<file path="src/rtl/lpcm_stream_arbiter_if.sv">
// Bundle of the requester-side and driver-side handshakes of the LPCM
// stream arbiter. The "slave" view belongs to the arbiter itself; the
// "master" view belongs to the environment (sequencers plus driver).
//
// Handshake rule for both channels: an item moves on a rising clk edge
// where valid and ready are both high. A producer holds its valid and
// payload stable until that edge. The arbiter's req_ready is a
// combinational one-hot grant, and out_valid is a registered output.
interface lpcm_stream_arbiter_if #(
   parameter int N_REQ = 4,
   parameter int GAP_W = 16
);
   localparam int ID_W = $clog2(N_REQ);

   logic [N_REQ-1:0]    req_valid;
   logic [32*N_REQ-1:0] req_sample;
   logic [32*N_REQ-1:0] req_latency;
   logic [N_REQ-1:0]    req_done;
   logic [N_REQ-1:0]    req_ready;

   logic                out_valid;
   logic [31:0]         out_sample;
   logic [GAP_W-1:0]    out_latency;
   logic [ID_W-1:0]     out_id;
   logic                out_ready;

   modport master (
      output req_valid, req_sample, req_latency, req_done, out_ready,
      input  req_ready, out_valid, out_sample, out_latency, out_id
   );

   modport slave (
      input  req_valid, req_sample, req_latency, req_done, out_ready,
      output req_ready, out_valid, out_sample, out_latency, out_id
   );
endinterface

</file>
<file path="src/rtl/lpcm_stream_arbiter.sv">
// Round-robin scheduler sharing one LPCM driver between N_REQ sample
// sequencers. One item is taken per grant, presented on the output
// handshake, and after delivery the item's (clipped) latency is spent
// as idle GAP cycles before the next grant. A sticky done flag rises
// once every requester reports done with nothing pending in ARB.
module lpcm_stream_arbiter #(
   parameter int N_REQ = 4,
   parameter int GAP_W = 16
) (
   input  logic                 clk,
   input  logic                 rst_n,
   input  logic                 en,
   lpcm_stream_arbiter_if.slave bus,
   output logic [31:0]          grant_count,
   output logic                 done,
   output logic [1:0]           state_dbg
);
   localparam int ID_W = $clog2(N_REQ);
   // Largest latency representable by the gap counter.
   localparam logic [31:0] GAP_MAX = (32'd1 << GAP_W) - 32'd1;

   typedef enum logic [1:0] {
      ARB  = 2'd0,
      SEND = 2'd1,
      GAP  = 2'd2
   } state_t;

   state_t           state;
   logic [ID_W-1:0]  ptr;
   logic [GAP_W-1:0] gap_cnt;

   logic             out_valid_q;
   logic [31:0]      out_sample_q;
   logic [GAP_W-1:0] out_latency_q;
   logic [ID_W-1:0]  out_id_q;

   logic             win_found_c;
   logic [ID_W-1:0]  win_id_c;
   logic [ID_W:0]    scan_c;
   logic [31:0]      win_sample_c;
   logic [GAP_W-1:0] win_lat_c;
   logic [N_REQ-1:0] grant_c;
   logic             grant_any_c;
   logic [ID_W-1:0]  ptr_next_c;

   // Signed 32-bit latency folded into the gap counter range:
   // negatives become zero, oversize values saturate.
   function automatic logic [GAP_W-1:0] clip_latency(input logic [31:0] lat);
      if (lat[31]) begin
         return '0;
      end else if (lat > GAP_MAX) begin
         return GAP_MAX[GAP_W-1:0];
      end else begin
         return lat[GAP_W-1:0];
      end
   endfunction

   // Circular search for the first valid requester at or after ptr.
   always_comb begin
      win_found_c = 1'b0;
      win_id_c    = '0;
      scan_c      = '0;
      for (int i = 0; i < N_REQ; i++) begin
         scan_c = {1'b0, ptr} + (ID_W+1)'(i);
         if (scan_c >= (ID_W+1)'(N_REQ)) begin
            scan_c = scan_c - (ID_W+1)'(N_REQ);
         end
         if (!win_found_c && bus.req_valid[scan_c[ID_W-1:0]]) begin
            win_found_c = 1'b1;
            win_id_c    = scan_c[ID_W-1:0];
         end
      end
   end

   // Payload of the winning requester, latency already clipped.
   always_comb begin
      win_sample_c = '0;
      win_lat_c    = '0;
      for (int i = 0; i < N_REQ; i++) begin
         if (win_id_c == ID_W'(i)) begin
            win_sample_c = bus.req_sample[32*i +: 32];
            win_lat_c    = clip_latency(bus.req_latency[32*i +: 32]);
         end
      end
   end

   // One-hot grant, only in ARB with arbitration enabled and out of reset.
   always_comb begin
      grant_c     = '0;
      grant_any_c = rst_n && en && (state == ARB) && win_found_c;
      if (grant_any_c) begin
         grant_c[win_id_c] = 1'b1;
      end
      ptr_next_c = (win_id_c == ID_W'(N_REQ-1)) ? '0 : win_id_c + ID_W'(1);
   end

   // Scheduler FSM with all outputs, counters and the done flag registered.
   always_ff @(posedge clk or negedge rst_n) begin
      if (!rst_n) begin
         state         <= ARB;
         ptr           <= '0;
         gap_cnt       <= '0;
         out_valid_q   <= 1'b0;
         out_sample_q  <= '0;
         out_latency_q <= '0;
         out_id_q      <= '0;
         grant_count   <= '0;
         done          <= 1'b0;
      end else begin
         if ((state == ARB) && (&bus.req_done) && !(|bus.req_valid)) begin
            done <= 1'b1;
         end
         case (state)
            ARB: begin
               if (grant_any_c) begin
                  out_valid_q   <= 1'b1;
                  out_sample_q  <= win_sample_c;
                  out_latency_q <= win_lat_c;
                  out_id_q      <= win_id_c;
                  ptr           <= ptr_next_c;
                  state         <= SEND;
               end
            end
            SEND: begin
               if (bus.out_ready) begin
                  out_valid_q <= 1'b0;
                  grant_count <= grant_count + 32'd1;
                  if (out_latency_q != '0) begin
                     gap_cnt <= out_latency_q - GAP_W'(1);
                     state   <= GAP;
                  end else begin
                     state   <= ARB;
                  end
               end
            end
            GAP: begin
               if (gap_cnt == '0) begin
                  state <= ARB;
               end else begin
                  gap_cnt <= gap_cnt - GAP_W'(1);
               end
            end
            default: state <= ARB;
         endcase
      end
   end

   assign bus.req_ready   = grant_c;
   assign bus.out_valid   = out_valid_q;
   assign bus.out_sample  = out_sample_q;
   assign bus.out_latency = out_latency_q;
   assign bus.out_id      = out_id_q;
   assign state_dbg       = state;

endmodule

</file>
<file path="src/flat_wrapper.sv">
// flat-port wrapper written by rule: the top's interface ports become plain ports
module lpcm_stream_arbiter_flat 
#(
   parameter int N_REQ = 4,
   parameter int GAP_W = 16
)
  (clk, rst_n, en, grant_count, done, state_dbg, bus_req_valid, bus_req_sample, bus_req_latency, bus_req_done, bus_out_ready, bus_req_ready, bus_out_valid, bus_out_sample, bus_out_latency, bus_out_id);
  lpcm_stream_arbiter_if #(.N_REQ(N_REQ), .GAP_W(GAP_W)) bus_i ();
  input  logic clk;
  input  logic rst_n;
  input  logic en;
  output logic [31:0] grant_count;
  output logic done;
  output logic [1:0] state_dbg;
  input wire logic [$bits(bus_i.req_valid)-1:0] bus_req_valid;
  input wire logic [$bits(bus_i.req_sample)-1:0] bus_req_sample;
  input wire logic [$bits(bus_i.req_latency)-1:0] bus_req_latency;
  input wire logic [$bits(bus_i.req_done)-1:0] bus_req_done;
  input wire logic [$bits(bus_i.out_ready)-1:0] bus_out_ready;
  output wire logic [$bits(bus_i.req_ready)-1:0] bus_req_ready;
  output wire logic [$bits(bus_i.out_valid)-1:0] bus_out_valid;
  output wire logic [$bits(bus_i.out_sample)-1:0] bus_out_sample;
  output wire logic [$bits(bus_i.out_latency)-1:0] bus_out_latency;
  output wire logic [$bits(bus_i.out_id)-1:0] bus_out_id;
  assign bus_i.req_valid = bus_req_valid;
  assign bus_i.req_sample = bus_req_sample;
  assign bus_i.req_latency = bus_req_latency;
  assign bus_i.req_done = bus_req_done;
  assign bus_i.out_ready = bus_out_ready;
  assign bus_req_ready = bus_i.req_ready;
  assign bus_out_valid = bus_i.out_valid;
  assign bus_out_sample = bus_i.out_sample;
  assign bus_out_latency = bus_i.out_latency;
  assign bus_out_id = bus_i.out_id;
  lpcm_stream_arbiter #(.N_REQ(N_REQ), .GAP_W(GAP_W)) u_core (.clk(clk), .rst_n(rst_n), .en(en), .bus(bus_i), .grant_count(grant_count), .done(done), .state_dbg(state_dbg));
endmodule
</file>
<file path="config.mk">
export PLATFORM = sky130hd
export DESIGN_NAME = lpcm_stream_arbiter_flat
export DESIGN_NICKNAME = d
export VERILOG_FILES = /design/src/rtl/lpcm_stream_arbiter_if.sv /design/src/rtl/lpcm_stream_arbiter.sv /design/src/flat_wrapper.sv
export SDC_FILE = /design/constraint.sdc
export NUM_CORES = 1
export LEC_CHECK = 0
export BUFFER_PORTS_ARGS = -buffer_cell sky130_fd_sc_hd__buf_4
export CAP_MARGIN = 10
export CORE_AREA = 5 5 137 139
export DETAILED_ROUTE_END_ITERATION = 12
export DIE_AREA = 0 0 142 144
export MAX_ROUTING_LAYER = met4
export PLACE_DENSITY_LB_ADDON = 0.25
export REMOVE_ABC_BUFFERS = 1
export SLEW_MARGIN = 10
export SYNTH_ARGS = -nofsm -noshare
export SYNTH_HDL_FRONTEND = slang
export SYNTH_SLANG_ARGS = --single-unit
</file>
<file path="constraint.sdc">
create_clock -name clk -period 3.55 [get_ports clk]
set_input_delay 0.1775 -clock clk [delete_from_list [all_inputs] [get_ports clk]]
set_output_delay 0.1775 -clock clk [all_outputs]
set_load 0.02 [all_outputs]
</file>
**Word-level counts from Yosys, hierarchy flattened**

Index checks and enable logic that the tools add are counted.

- Flip-flop bits (word level): 104
- Bits in latches: 0
- RAM bits: 0
- ROM bits: 0
- Input bits: 268
- Output and inout bits: 90
- Memories: 0

- $add $sub $neg: 11
- Multipliers: 0
- Div/mod/pow operators: 0
- Order comparisons: 14
- Equality and inequality tests: 10
- Shifts and indexed selects: 0
- Mux-type cells: 52
- Bitwise logic cells: 0
- Reductions and logical operators: 26

Operators by type and width:

| operator | number |
|---|---|
| $mux 16 | 15 |
| $gt 32x16->1 const B | 4 |
| $mux 32 | 4 |
| $add 32x1->32 const B | 1 |
| $pmux 16 s2 | 1 |
| $sub 16x1->16 const B | 2 |
| $mux 2 | 13 |
| $logic_not 16->1 | 1 |
| $reduce_bool 16->1 | 1 |
| $lt 2x3->1 const B | 5 |
| $mux 1 | 11 |
| $ge 3x3->1 const B | 3 |
| $logic_and 1x1->1 | 9 |
| $bmux 1 s2 | 4 |
| $reduce_and 4->1 | 2 |
| $sub 2x1->2 const B | 4 |
| $add 2x2->3 const B | 2 |
| $eq 2x2->1 const B | 3 |
| $ne 2x1->1 const B | 3 |
| $pmux 2 s3 | 1 |
| $reduce_and 3->1 | 2 |
| $eq 2x1->1 const B | 2 |
| $logic_not 1->1 | 4 |
| $logic_not 2->1 | 2 |
| 11 further kinds | 14 |

**Depth between registers and ports, before layout**

- Word-level depth: 19
- Depth in mapped cells: 14

**Least setup slack after synthesis**

OpenSTA, ideal clock, no wires.

- Path type: register to register
- From: register u_core.state[1], in the netlist u_core.state_dbg[1]
- To: register u_core.gap_cnt[8]
- Setup time: 0.120 ns
- Arrival time: 2.876 ns
- Required time: 3.430 ns
- Setup slack: 0.554 ns
- Stages on the path, launching flop included: 11
- Path buffers: 2
- Period minus slack after synthesis: 2.996 ns
- Cells stage by stage: dfrtp_1 nor2b_1 clkbuf_1 clkbuf_1 mux2i_1 ha_1 o211ai_1 nor3_1 nand3_1 a221o_1 o211a_1

- Longest elaborated chain between the ends: 3

Ends and longest elaborated chain:

| element | RTL line | source |
|---|---|---|
| start: declaration | lpcm_stream_arbiter.sv:28 | `state_t state;` |
| start signal: assignment | lpcm_stream_arbiter.sv:100 | `state <= ARB;` |
| start signal: assignment | lpcm_stream_arbiter.sv:121 | `state <= SEND;` |
| start signal: assignment | lpcm_stream_arbiter.sv:130 | `state <= GAP;` |
| $eq 2x2->1 / $eq 2x1->1 (equally long branches) | lpcm_stream_arbiter.sv:113 | `case (state)` |
| $ne 2x2->1 (no source line), or another cell as far along | n/a |  |
| $reduce_and 4->1 (no source line) | n/a |  |
| end signal: assignment | lpcm_stream_arbiter.sv:129 | `gap_cnt <= out_latency_q - GAP_W'(1);` |
| end signal: assignment | lpcm_stream_arbiter.sv:140 | `gap_cnt <= gap_cnt - GAP_W'(1);` |
| end: declaration | lpcm_stream_arbiter.sv:30 | `logic [GAP_W-1:0] gap_cnt;` |

Several ways; a longest one is shown, not always the timed one.
A chain may end at the register's enable or synchronous reset.

**Worst setup path in the final report**

- From: register u_core.ptr[0]
- To: output bus_req_ready[3]

- Longest elaborated chain between the ends: 19

Ends and longest elaborated chain:

| element | RTL line | source |
|---|---|---|
| start: declaration | lpcm_stream_arbiter.sv:29 | `logic [ID_W-1:0] ptr;` |
| start signal: assignment | lpcm_stream_arbiter.sv:120 | `ptr <= ptr_next_c;` |
| branches (longest 13 deep; another with $add 2x1->3) | n/a |  |
| $mux 2 (*) | lpcm_stream_arbiter.sv:68 | `if (!win_found_c && bus.req_valid[scan_c[ID_W-1:0]]) begin` |
| net u_core.win_id_c[0] | lpcm_stream_arbiter.sv:38 | `logic [ID_W-1:0] win_id_c;` |
| $lt 2x3->1 (implied by the code) / $ge 2x1->1 (equally long branches) | lpcm_stream_arbiter.sv:92 | `grant_c[win_id_c] = 1'b1;` |
| $logic_and 1x1->1 (implied by the code) | lpcm_stream_arbiter.sv:92 |  |
| $mux 1 (implied by the code) | lpcm_stream_arbiter.sv:92 |  |
| $demux 1 s2 (*) | n/a |  |
| $mux 4 (*) | lpcm_stream_arbiter.sv:91 | `if (grant_any_c) begin` |
| end: declaration | flat_wrapper.sv:20 | `output wire logic [$bits(bus_i.req_ready)-1:0] bus_req_ready;` |

Mark *: on every way through the listed nets, which the timed path passes. The select of a mux whose other input is x is not followed.

==> results.md <==
* Standard-cell row count at 49
* CORE AREA at 17,500 um2
* Via count at 7,363
* Dpl hpwl at 21,900 um
* Clock-pin transition on the worst setup and hold timing paths at 0.08 ns
* Ports at 358
* CTS tree: done
* CTS buffer count at 9
* Slew @ Worst Pin at 0.766 ns
* Gr ovfl total at 0
* Comb pwr share at 0.542
* DIE AREA at a little over 20,000 um2
* Ys Warns at 0
* Post-synth ARST share at 1.00
* Skew-Pair Late Insertion Delay at 0.37 ns
* Status: completed
* Avg WL per Cell at about 20 um
* Setup Fix Bufs, Post-CTS at 0
* Pleak at 4.59 nW
* Die width at 142 um
* CP required at 3.37 ns
* Yosys cell types at 59
* Final GP Congestion at just under 1
* Final min period at 3.16 ns
* Initial Util at 0.372
* Register area share after synthesis at 0.399
* Non-filler cells, final at 1,354
* Final Max Slew Viols at 0
* Vias in the first global route at 7,371
* Top cells by area, synth: dfrtp_1, o21ai_0, nand2_1, a221oi_1, a21oi_1
* F_max at 0.317 GHz
* Setup CP Type: reg -> out
* CTS H-tree depth at 3
* Fin. Hold Viols at 0
* Post-route cell area at 9790 um2
* Pwr Density at 694 nW/um2
* Slew Limit Headroom at 0.488
* Switching pwr at about 0.0031 W
* Sequential power share at 0.302
* Count leader, synth: o21ai_0
* Initial antenna violation count at 1
* Proportion of netlist area held by the largest area contributor at 0.399
* DRT iter0 DRCs at 585
* Predominant post-synthesis flop cell: dfrtp_1
* CP Data Arrival Time at a little under 3 ns
* Die Y at 144 um
* Root buf cell: clkbuf_16
* DP Cell Count at ~1,300
* Post-synth EDFFs at 0
* NumNets Final at 1,393
* HP Class: in -> reg
* Crit. End Element: output pin
* Largest net degree at the start of global routing at 67
* IO Port Bufs at 357
* Clock power frac at 0.156
* Overall Global Routing Usage at 0.270
* Global-route wire length before repair at 41,500 um
* #FFs+latches synth at 104
* Pint at 0.00371 W
* RSZ-0062 raised after global routing: false
* Max-Cap Viols at 0
* Clock Path Buffers at 2
* Net Sw Frac at 0.454
* Clk_skew at 0.0150 ns
* Gate Count Post-Synth at 784
* Most frequent cells after synthesis: o21ai_0, dfrtp_1, nand2_1
* Post-Synthesis Cell Area at 6530 um2
* Via density at 5.44
* Synth-to-Final Area Change at 50.0%
* Maximum vdd drop at roughly 0.37 mV
* # clock sinks at 104
* Startpoint types: flop
* Number of detailed-route iterations in the first pass at 5
* Cell taking the most area after synthesis: dfrtp_1
* Total wire length at around 28,000 um
* Final ANT Viol Nets at 0
* Endpoints failing setup at 0
* DP Area at 9450 um2
* Post-synthesis average cell area at approximately 8.3 um2
* Final Cycle Share at 0.889
* CP max FO at 66
* Final hold slack at 0.0677 ns
* Layout cells sized above 1 at 0.366
* DRC viols at 0
-- what timing repair did --
action                     in CTS  in global routing
hold buffers                    1                  0
hold endpoints to repair        4                  0
setup endpoints to repair       0                  4
resized for setup               0                  2
-- worst paths after layout --
check | from | to | slack [ns] | cells past startpoint
worst max-delay path | u_core.ptr[0]$_DFFE_PN0P_ | bus_req_ready[3] | 0.39 | 9
worst min-delay path | bus_req_done[1] | u_core.done$_DFFE_PN0P_ | 0.07 | 2
worst max register to register | u_core.ptr[0]$_DFFE_PN0P_ | u_core.bus.out_latency[2]$_DFFE_PN0P_ | 0.52 | 13
worst min register to register | u_core.done$_DFFE_PN0P_ | u_core.done$_DFFE_PN0P_ | 0.48 | 1
max in group asynchronous | rst_n | u_core.bus.out_sample[21]$_DFFE_PN0P_ | 1.81 | 4
min in group asynchronous | rst_n | u_core.grant_count[28]$_DFFE_PN0P_ | 0.52 | 3
-- sequential cells by signal, indices dropped and copies added, names as in the netlist --
signal,count
u_core.bus.out_latency,16
u_core.grant_count,32
u_core.state_dbg,2
u_core.gap_cnt,16
u_core.ptr,2
u_core.bus.out_id,2
u_core.bus.out_valid,1
u_core.done,1
u_core.bus.out_sample,32
-- cells by family (layout without fill, tap and decap cells) --
kind of cell               after synthesis  after routing  synth area share
other                                    0              1                 0
AOI/OAI and AO/OA                      241            241             0.229
adders and majority gates                6              6            0.0115
and+or+nand+nor                        324            324             0.258
muxes                                   12             12            0.0209
buffers and inverters                   64            404            0.0377
DFF                                    104            104             0.399
xor gates and xnor gates                33             33            0.0443
-- cell type report --
class	count	area (um2)
antenna	1	2.50
clock buffer	9	225
clock inverter	7	98.8
fill	1696	7740
inverter	10	37.5
multi-input combinational	616	3700
sequential	104	2600
tap	229	287
timing repair buffer	378	2840
-- through the flow --
step / util / worst slack (ns) / total power [W] / setup TNS [ns]
floorplan: - / -0.308 / 0.00417 / -1.52
global placement: 0.539 / 0.554 / 0.00569 / 0
detailed placement: 0.539 / 0.325 / 0.00576 / 0
CTS: 0.558 / 0.324 / 0.00684 / 0
global route: 0.558 / 0.0990 / 0.00731 / 0
finish: 0.558 / 0.395 / 0.00680 / 0
-- layer usage --
layer | global-route usage | share of wire | vias up
li1 | - | - | 3535
met4 | 0.0697 | 0.023 | 0
met2 | 0.441 | 0.50 | 273
met3 | 0.0784 | 0.078 | 46
met5 | - | 0 | -
met1 | 0.329 | 0.40 | 3509
-- cell usage in the layout (no fill, tap or decap), types with 4 or more instances in the layout --
master	instances
and2_1	9
clkbuf_16	9
o21a_1	4
nand2_1	84
nand4_1	11
mux2i_1	8
xor2_1	7
o2111a_1	5
o21ai_0	106
nand3_1	13
and3_1	13
a221oi_1	34
dfrtp_1	104
a21oi_1	56
a31oi_1	4
nand2b_1	4
nand4b_1	10
or4_1	4
o22ai_1	5
xnor2_1	26
buf_4	377
nor2b_1	39
nor2_1	52
clkinv_8	5
ha_1	4
nor3_1	43
inv_1	10
nor4_1	20
-- power by group through the flow --
| stage | Sequential (W) | Combinational (W) | Clock [W] |
|---|---|---|---|
| detailed placement | 0.00206 | 0.00371 | 0 |
| finish | 0.00205 | 0.00368 | 0.00106 |
| floorplan | 0.00231 | 0.00186 | 0 |
| global placement | 0.00205 | 0.00364 | 0 |
| global route | 0.00212 | 0.00407 | 0.00112 |
| CTS | 0.00205 | 0.00370 | 0.00109 |
-- worst max-delay path: stages, from the launching register on --
cell and delay, ns:
dfrtp_1 0.43, nor2b_1 0.10, a21oi_1 0.14, nor2_1 0.05
a221oi_1 0.24, nor2b_1 0.34, ha_2 0.33, buf_4 0.58
and2_1 0.23, buf_4 0.14
(Power assumes the default switching activity.)
